File: config.mk
export PLATFORM = sky130hd
export DESIGN_NAME = instr_encoder
export DESIGN_NICKNAME = d
export VERILOG_FILES = /design/src/rtl/instr_encoder_pkg.sv /design/src/rtl/instr_fifo.sv /design/src/rtl/instr_encoder.sv
export SDC_FILE = /design/constraint.sdc
export NUM_CORES = 1
export LEC_CHECK = 0
export ABC_CLOCK_PERIOD_IN_PS = 3200
export BUFFER_PORTS_ARGS = -buffer_cell sky130_fd_sc_hd__buf_4
export CAP_MARGIN = 20
export CORE_ASPECT_RATIO = 1.5
export CORE_MARGIN = 4
export CORE_UTILIZATION = 45
export DETAILED_ROUTE_END_ITERATION = 16
export PLACE_DENSITY_LB_ADDON = 0.2
export RECOVER_POWER = 50
export SETUP_SLACK_MARGIN = 0.02
export SLEW_MARGIN = 10
export SYNTH_ARGS = -nofsm -noshare
export SYNTH_HDL_FRONTEND = slang
export SYNTH_SLANG_ARGS = --single-unit
File: constraint.sdc
create_clock -name clk_i -period 3.2 [get_ports clk_i]
set_clock_uncertainty 0.1 [all_clocks]
set_input_delay 0 -clock clk_i [delete_from_list [all_inputs] [get_ports clk_i]]
set_output_delay 0 -clock clk_i [all_outputs]
set_load 0.01 [all_outputs]
File: src/rtl/instr_encoder_pkg.sv
// Shared constants for the RV32I instruction encoder.
// This package holds the operation codes, the opcode and funct fields, the NOP word and an immediate range helper.
package instr_encoder_pkg;

  // Request operation codes. Codes 5 to 7 are illegal.
  typedef enum logic [2:0] {
    OP_ADDI = 3'd0,
    OP_LW   = 3'd1,
    OP_SRAI = 3'd2,
    OP_SW   = 3'd3,
    OP_BEQ  = 3'd4
  } op_e;

  // RV32I major opcodes.
  localparam logic [6:0] OPC_OP_IMM = 7'b0010011;
  localparam logic [6:0] OPC_LOAD   = 7'b0000011;
  localparam logic [6:0] OPC_STORE  = 7'b0100011;
  localparam logic [6:0] OPC_BRANCH = 7'b1100011;

  // funct3 and funct7 fields.
  localparam logic [2:0] F3_ADDI = 3'b000;
  localparam logic [2:0] F3_LW   = 3'b010;
  localparam logic [2:0] F3_SRAI = 3'b101;
  localparam logic [2:0] F3_SW   = 3'b010;
  localparam logic [2:0] F3_BEQ  = 3'b000;
  localparam logic [6:0] F7_SRA  = 7'b0100000;

  // Canonical NOP (addi x0, x0, 0). It replaces any rejected request.
  localparam logic [31:0] NOP_WORD = 32'h0000_0013;

  // The helper returns true when the 32-bit value is a sign-extended BITS-bit number.
  // That is the case when every bit above BITS-1 equals the sign bit.
  function automatic logic imm_fits(input logic [31:0] imm, input int bits);
    logic ok;
    ok = 1'b1;
    for (int i = 0; i < 32; i++) begin
      if (i >= bits && imm[i] != imm[bits-1]) begin
        ok = 1'b0;
      end
    end
    return ok;
  endfunction

endpackage

File: src/rtl/instr_fifo.sv
// Small synchronous FIFO with valid/ready on both sides.
// The head is read combinationally, so a word written into an empty FIFO shows up on the following cycle.
// The input ready depends only on registered occupancy, flush and reset. It never depends on the output ready.
module instr_fifo #(
  parameter int DEPTH = 2,
  parameter int WIDTH = 33
) (
  input  logic             clk_i,
  input  logic             rst_i,
  input  logic             flush_i,
  input  logic             in_valid_i,
  output logic             in_ready_o,
  input  logic [WIDTH-1:0] in_data_i,
  output logic             out_valid_o,
  input  logic             out_ready_i,
  output logic [WIDTH-1:0] out_data_o
);

  localparam int PTR_W = (DEPTH > 1) ? $clog2(DEPTH) : 1;
  localparam int OCC_W = $clog2(DEPTH + 1);
  localparam logic [PTR_W-1:0] LAST_PTR = PTR_W'(DEPTH - 1);
  localparam logic [OCC_W-1:0] FULL_OCC = OCC_W'(DEPTH);

  logic [WIDTH-1:0] mem [DEPTH];
  logic [PTR_W-1:0] wr_ptr_reg, wr_ptr_next;
  logic [PTR_W-1:0] rd_ptr_reg, rd_ptr_next;
  logic [OCC_W-1:0] occ_reg, occ_next;
  logic             full;
  logic             empty;
  logic             push;
  logic             pop;

  assign full        = (occ_reg == FULL_OCC);
  assign empty       = (occ_reg == '0);
  assign in_ready_o  = rst_i & ~full & ~flush_i;
  assign out_valid_o = ~empty;
  assign out_data_o  = empty ? '0 : mem[rd_ptr_reg];
  assign push        = in_valid_i & in_ready_o;
  assign pop         = out_valid_o & out_ready_i;

  // Compute the next pointers and occupancy. Pointers wrap modulo DEPTH, and a flush returns everything to empty.
  always_comb begin
    wr_ptr_next = wr_ptr_reg;
    rd_ptr_next = rd_ptr_reg;
    occ_next    = occ_reg;
    if (flush_i) begin
      wr_ptr_next = '0;
      rd_ptr_next = '0;
      occ_next    = '0;
    end else begin
      if (push) begin
        wr_ptr_next = (wr_ptr_reg == LAST_PTR) ? '0 : wr_ptr_reg + 1'b1;
      end
      if (pop) begin
        rd_ptr_next = (rd_ptr_reg == LAST_PTR) ? '0 : rd_ptr_reg + 1'b1;
      end
      case ({push, pop})
        2'b10:   occ_next = occ_reg + 1'b1;
        2'b01:   occ_next = occ_reg - 1'b1;
        default: occ_next = occ_reg;
      endcase
    end
  end

  // Register the pointers and occupancy. Reset empties the FIFO at once.
  always_ff @(posedge clk_i or negedge rst_i) begin
    if (!rst_i) begin
      wr_ptr_reg <= '0;
      rd_ptr_reg <= '0;
      occ_reg    <= '0;
    end else begin
      wr_ptr_reg <= wr_ptr_next;
      rd_ptr_reg <= rd_ptr_next;
      occ_reg    <= occ_next;
    end
  end

  // Write storage. Stale entries are never visible, because an empty FIFO forces the output to zero.
  always_ff @(posedge clk_i) begin
    if (push) begin
      mem[wr_ptr_reg] <= in_data_i;
    end
  end

endmodule

File: src/rtl/instr_encoder.sv
// RV32I encoder for ADDI/LW/SRAI/SW/BEQ.
// The immediate is range-checked at the input. Rejected requests become a NOP flagged with err.
// Results are buffered in a small FIFO, and the module counts the words the consumer takes.
module instr_encoder
  import instr_encoder_pkg::*;
#(
  parameter int DEPTH = 2,
  parameter int CNT_W = 16
) (
  input  logic             clk_i,
  input  logic             rst_i,
  input  logic             flush_i,
  input  logic             valid_i,
  output logic             ready_o,
  input  logic [2:0]       op_i,
  input  logic [4:0]       rd_i,
  input  logic [4:0]       rs1_i,
  input  logic [4:0]       rs2_i,
  input  logic [31:0]      imm_i,
  output logic             valid_o,
  input  logic             ready_i,
  output logic [31:0]      instr_o,
  output logic             err_o,
  output logic [CNT_W-1:0] count_o
);

  logic [31:0]      enc_word;
  logic             enc_err;
  logic [32:0]      head_data;
  logic [CNT_W-1:0] count_reg;

  // Encode the request. The word defaults to NOP and is replaced only when the operation and immediate are legal.
  always_comb begin
    enc_word = NOP_WORD;
    enc_err  = 1'b0;
    case (op_e'(op_i))
      OP_ADDI: begin
        if (imm_fits(imm_i, 12)) enc_word = {imm_i[11:0], rs1_i, F3_ADDI, rd_i, OPC_OP_IMM};
        else                     enc_err  = 1'b1;
      end
      OP_LW: begin
        if (imm_fits(imm_i, 12)) enc_word = {imm_i[11:0], rs1_i, F3_LW, rd_i, OPC_LOAD};
        else                     enc_err  = 1'b1;
      end
      OP_SRAI: begin
        if (imm_i[31:5] == 27'd0) enc_word = {F7_SRA, imm_i[4:0], rs1_i, F3_SRAI, rd_i, OPC_OP_IMM};
        else                      enc_err  = 1'b1;
      end
      OP_SW: begin
        if (imm_fits(imm_i, 12)) enc_word = {imm_i[11:5], rs2_i, rs1_i, F3_SW, imm_i[4:0], OPC_STORE};
        else                     enc_err  = 1'b1;
      end
      OP_BEQ: begin
        // A branch offset is a 13-bit even value, so the largest legal offset is 4094.
        if (imm_fits(imm_i, 13) && !imm_i[0])
          enc_word = {imm_i[12], imm_i[10:5], rs2_i, rs1_i, F3_BEQ, imm_i[4:1], imm_i[11], OPC_BRANCH};
        else
          enc_err = 1'b1;
      end
      default: enc_err = 1'b1;
    endcase
  end

  instr_fifo #(
    .DEPTH (DEPTH),
    .WIDTH (33)
  ) u_fifo (
    .clk_i       (clk_i),
    .rst_i       (rst_i),
    .flush_i     (flush_i),
    .in_valid_i  (valid_i),
    .in_ready_o  (ready_o),
    .in_data_i   ({enc_err, enc_word}),
    .out_valid_o (valid_o),
    .out_ready_i (ready_i),
    .out_data_o  (head_data)
  );

  assign err_o   = head_data[32];
  assign instr_o = head_data[31:0];
  assign count_o = count_reg;

  // Count words taken by the consumer. Flush does not clear the count, and the count wraps naturally.
  always_ff @(posedge clk_i or negedge rst_i) begin
    if (!rst_i) begin
      count_reg <= '0;
    end else if (valid_o && ready_i) begin
      count_reg <= count_reg + 1'b1;
    end
  end

endmodule

After elaboration in Yosys (flattened, before gate mapping)
Memories as Yosys holds them, arrays and structs flattened.
Cells that the tools add are included.
{"block": "totals", "n_memories": 1, "ramBits": 66, "input_bits": 55, "out_inout_bits": 51, "ff_bits": 20, "word_cells": 138}
{"block": "classes", "eq_ne": 46, "reduce_logical": 9, "bitwise_logic": 7, "n_addsub": 5, "muxes": 66}
{"memory": "u_fifo.mem", "words": 2, "word_bits": 33, "read_ports": 1, "rd_clocked_by_memory_dff": 0, "write_ports": 1, "line_no": "instr_fifo.sv:24", "text": "logic [WIDTH-1:0] mem [DEPTH];"}
{"op": "one-hot mux 32 bit (5 select lines)", "count": 1}
{"op": "2-to-1 mux 32 bit", "count": 4}
{"op": "2-to-1 mux 1 bit", "count": 56}
{"op": "inequality test 1 bit", "count": 39}
{"op": "2-to-1 mux 33 bit", "count": 1}
{"op": "2-to-1 mux 31 bit", "count": 1}
{"op": "logical NOT 27 bit", "count": 1}
{"op": "adder 16 x 1 -> 16 bit (second input constant)", "count": 1}
{"op": "equality test 3 x 2 -> 1 bit (second input constant)", "count": 2}
{"op": "one-hot mux 1 bit (5 select lines)", "count": 1}
{"op": "bitwise AND 1 bit", "count": 4}
{"op": "equality test 2 bit (second input constant)", "count": 2}
{"op": "one-hot mux 2 bit (2 select lines)", "count": 1}
{"op": "nonzero test 2 bit", "count": 2}
{"op": "equality test 3 x 1 -> 1 bit (second input constant)", "count": 1}
{"op": "equality test 3 bit (second input constant)", "count": 1}
{"op": "logical NOT 3 bit", "count": 1}
{"op": "NOT 1 bit", "count": 3}
{"op": "nonzero test 3 bit", "count": 1}
{"op": "adder 1 bit (second input constant)", "count": 2}
{"op": "adder 2 x 1 -> 2 bit (second input constant)", "count": 1}
{"op": "equality test 2 x 1 -> 1 bit (second input constant)", "count": 1}
{"op": "logical AND 1 bit", "count": 2}
{"op": "logical NOT 2 bit", "count": 1}
{"op": "other kinds (3)", "count": 3}

Logic depth before layout (Yosys ltp)
{"block": "logic_depth", "depth_word": 24, "depth_mapped": 8, "depth_no_buf": 7}

By module
A second synthesis with hierarchy kept.
{"block": "hier_totals", "hier_cells": 290, "area_unflattened_um2": 3877.5}
{"mod": "instr_fifo", "area_each_um2": 2721.4, "n_inst": 1, "seq_area_each_um2": 2082.0, "cells_each": 164}
{"mod": "instr_encoder", "area_each_um2": 1156.1, "n_inst": 1, "seq_area_each_um2": 400.4, "cells_each": 126}

Least setup slack after synthesis
OpenSTA, ideal clock, no wires.
{"block": "synth_timing", "path_type": "register -> register", "startpoint": "reg u_fifo.occ_reg[1]", "endpoint": "mem u_fifo.mem[0][10] (enable)", "stages_incl_launch_ff": 5, "t_arrival_ps": 2334, "setup_time_ps": 413, "path_buffers": 0, "path_slack_ps": 353, "cell_sequence": "dfrtp_1 > nor2b_1 > nor3b_1 > nand2_1 > nor2_1"}
{"block": "synth_between", "elab_chain_cells": 7}
{"element": "start: declaration", "line_no": "instr_fifo.sv:27", "text": "logic [OCC_W-1:0] occ_reg, occ_next;"}
{"element": "start signal: assignment", "line_no": "instr_fifo.sv:74", "text": "occ_reg <= occ_next;"}
{"element": "equality test 2 bit", "line_no": "instr_fifo.sv:33", "text": "assign full = (occ_reg == FULL_OCC);"}
{"element": "NOT 1 bit", "line_no": "instr_fifo.sv:35", "text": "assign in_ready_o = rst_i & ~full & ~flush_i;"}
{"element": "bitwise AND 1 bit (2 in series)", "line_no": "instr_fifo.sv:35"}
{"element": "via ready_o", "line_no": "instr_encoder.sv:14", "text": "output logic ready_o,"}
{"element": "bitwise AND 1 bit", "line_no": "instr_fifo.sv:38", "text": "assign push = in_valid_i & in_ready_o;"}
{"element": "2-to-1 mux 1 bit", "line_no": "instr_fifo.sv:80", "text": "if (push) begin"}
{"element": "2-to-1 mux 1 bit (not written as such)", "line_no": "instr_fifo.sv:81", "text": "mem[wr_ptr_reg] <= in_data_i;"}
{"element": "end: declaration", "line_no": "instr_fifo.sv:24"}
The timed path passes the listed nets, and every way through them passes these cells.

Worst setup path after layout
{"block": "layout_timing", "startpoint": "in imm_i[13]", "endpoint": "mem u_fifo.mem[0][9], data pin"}
{"block": "layout_between", "elab_chain_cells": 24, "elab_cells_between_ends": 52, "classes_between": "eq/ne (2); mux (48); reduce/logical (2)"}
{"element": "start: declaration", "line_no": "instr_encoder.sv:19", "text": "input logic [31:0] imm_i,"}
{"element": "inequality test 1 bit", "line_no": "instr_encoder_pkg.sv:37", "text": "if (i >= bits && imm[i] != imm[bits-1]) begin"}
{"element": "2-to-1 mux 1 bit (19 in series)", "line_no": "instr_encoder_pkg.sv:37"}
{"element": "2-to-1 mux 1 bit", "line_no": "instr_encoder.sv:36", "text": "case (op_e'(op_i))"}
{"element": "logical AND 1 bit", "line_no": "instr_encoder.sv:55", "text": "if (imm_fits(imm_i, 13) && !imm_i[0])"}
{"element": "2-to-1 mux 32 bit", "line_no": "instr_encoder.sv:55"}
{"element": "one-hot mux 32 bit (5 select lines) *", "line_no": "instr_encoder.sv:36"}
{"element": "via enc_word[9]", "line_no": "instr_encoder.sv:27", "text": "logic [31:0] enc_word;"}
The timed path passes the listed nets; every way through them passes the cells marked *. The select of a mux whose other input is x is not followed.

==> run_results.csv <==
group,metric,value,unit
run_status,status,"complete, but fails checks",
run_status,violations,"capacitance limit, slew limit",
synthesis,synth.avg_cell_area,13.1,um2
synthesis,ys_seq_area_share,62.0,%
floorplan,die_w,80.2,um
global_routing,gr-total-overflow,0,
floorplan,core_area,0.00761,mm2
synthesis,yosys.area_share.simple,14.5,%
route,via_per_inst,5.13,
clock_network,cts_tree,"yes",
critical_path,worstReg2RegStart,"u_fifo.occ_reg[1]",
synthesis,ys.flop_type,"edfxtp_1",
sta,finalMaxSlewViolations,30,
synthesis,yosys_register_bits,76,
global_routing,grt_max_degree,30,
power,p_leak,1.79,nW
synthesis,synth_top_family_by_area,"simple AND/OR/NAND/NOR gates",
route,ant_nets,0,
clock_network,post_cts_resized,0,
route,wl_per_cell,15.2,um
critical_path,cp-start-kind,"input port",
global_routing,grt_pass1_vias,2819,
floorplan,design.die.area,0.00933,mm2
sta,rsz0062_at_grt,"false",
sta,holdWs,0.0331,ns
final_layout,area_growth,36.5,%
floorplan,start_util,46.2,%
sta,relSlewSlack,-5.30,%
synthesis,synth_cells,269,
final_layout,drive_above_1_share,20.5,%
final_layout,largest_register_ffs,56,
final_layout,diodes,0,
final_layout,finish.net_count,467,
sta,setup_tns,0,ns
clock_network,clock_sinks,76,
sta,max_freq,0.382,GHz
global_routing,grt_usage,17.7,%
critical_path,critPathRequiredTime,3.29,ns
clock_network,postCtsSetupBuffers,0,
placed_design,dpl.hpwl,5270,um
sta,timing.final.crit_period,2.62,ns
critical_path,startpoint,"imm_i[13]",
route,dr.pass1.iters,4,
synthesis,synth-compound-area-share,7.43,%
route,drc,0,
min_path,hold_path_class,"input port to flip-flop",
synthesis,ys_types,49,
critical_path,crit_fanout,16,
synthesis,syn-cell-area,0.00352,mm2
synthesis,synth_xor_area_share,3.98,%
critical_path,cp-end-kind,"flip-flop",
synthesis,synth_edf_count,56,
job,cap_violations,1,
route,drt_first_iter_violations,56,
clock_network,cts_buffers,9,
floorplan,die_height,116,um
power,vdd_drop_max,0.317,mV
floorplan,pin_count,106,
sta,worst-slew-pin-transition,1.58,ns
route,vias,2650,
sta,finalHoldViolCount,0,
sta,finalSetupViolCount,0,
clock_network,clkTransAtPathRegs,0.05,ns
clock_network,h-tree-depth,3,
clock_network,cts_buffer_depth,2,
global_routing,antenna_found_initial,0,
route,wirelength,7870,um
critical_path,cp.arrival,2.71,ns
synthesis,ys_warn_count,0,
clock_network,clk_latency,0.33,ns
min_path,min_from,"imm_i[0]",
clock_network,root_buffer,"clkbuf_16",
placed_design,gp_congestion,0.796,
placed_design,io_buffers,103,
global_routing,grt_pass1_wl,12400,um
power,pwr_density_cell,482,mW/mm2
floorplan,num_rows,39,
synthesis,async_flop_share,26.3,%
synthesis,muxShareOfSynthArea,8.28,%
sta,finalCritPeriodShare,81.9,%
critical_path,crit_type,"input port to flip-flop",
synthesis,synthAdderAreaFrac,0.711,%
## per-stage QoR
stage          cells  utilization [%]  total power (W)  cell area, um2  setup WS, ns
6_report         517             63.1          0.00232            4810         0.581
5_1_grt          517             63.1          0.00242            4810         0.495
4_1_cts          517             65.6          0.00239            4990         0.648
3_5_place_dp     464             57.3          0.00148            4360          1.13
3_3_place_gp     464             57.3          0.00147            4360          1.20
2_1_floorplan    270                -          0.00130            3520         0.353
## cell usage in the layout, fill, tap and decap left out, drive strengths merged, types with 8 or more instances in the layout
master,count
nand4,8
buf,56
xnor2,12
a22o,9
dfrtp,20
nor2,41
and2,8
clkbuf,60
edfxtp,56
nand2,9
dlygate4sd3,37
mux2i,28
## repair_timing
action	CTS	global route
setup endpoints to repair	0	0
hold buffers	37	0
hold endpoints to repair	70	0
## path summary, 6_finish.rpt
| kind | to | slack, ns | depth (start not counted) |
|---|---|---|---|
| max | u_fifo.mem[0][9] | 0.58 | 7 |
| min | u_fifo.mem[1][7] | 0.03 | 3 |
| max reg2reg | u_fifo.mem[0][23] | 1.18 | 5 |
| min reg2reg | count_o[15] | 0.37 | 1 |
| max in group asynchronous | count_o[4] | 1.57 | 3 |
| min in group asynchronous | u_fifo.wr_ptr_reg | 0.88 | 3 |
## worst max-delay path, cell delays in order
cell and delay (ns):
dlygate4sd3_1 0.53, clkbuf_1 0.13, or3_1 0.35, o31ai_1 0.52, a21o_2 0.43, a22o_2 0.19
dlygate4sd3_1 0.56
## cell families after synthesis
kind of cell	after synthesis
AOI/OAI and AO/OA	29
adders and majority gates	2
xor gates and xnor gates	16
and+or+nand+nor	99
buffers and inverters	17
muxes	29
other	1
DFF	76
## cell type report
type / count / area (um2)
Timing Repair Buffer: 143 / 982
Tap cell: 102 / 128
Sequential cell: 76 / 2180
Clock buffer: 10 / 229
Multi-Input combinational cell: 177 / 1240
Fill cell: 679 / 2810
Clock inverter: 6 / 31.3
Inverter: 3 / 11.3
## cell usage after synthesis (2+ instances only)
master     n  area share [%]
o21a_1     6             1.3
mux2i_1   28             8.0
nand4_1    8             1.4
clkbuf_1   5            0.53
or3_1      2            0.36
xor2_1     4             1.0
dfrtp_1   20              14
nor3b_1    3            0.64
ha_1       2            0.71
nor2_1    41             4.4
inv_1      3            0.32
xnor2_1   12             3.0
and4_1     3            0.75
buf_4      5             1.1
nor4_1     5            0.89
nand3_1    7             1.0
and3_1     4            0.71
and2_1     7             1.2
a22o_2     5             1.4
nand2_1    9            0.96
buf_2      2            0.28
nor3_1     2            0.28
edfxtp_1  56              48
a22o_1     4             1.0
a21oi_1    2            0.28
## routing by layer
metal / GRT usage [%] / share of wire, % / up-vias
met5: 0 / 0 / -
met4: 8.57 / 2.0 / 0
met3: 5.56 / 6.3 / 12
met1: 17.5 / 37 / 1270
li1: - / - / 1276
met2: 32.9 / 54 / 92
## where the power goes
part	total (W)	internal (W)	switching, W
logic	0.000294	0.000151	0.000143
registers	0.00115	0.00110	0.0000533
clock network	0.000870	0.000515	0.000355
total	0.00232	0.00177	0.000551
Note: power is estimated with default switching activity, not from simulation.
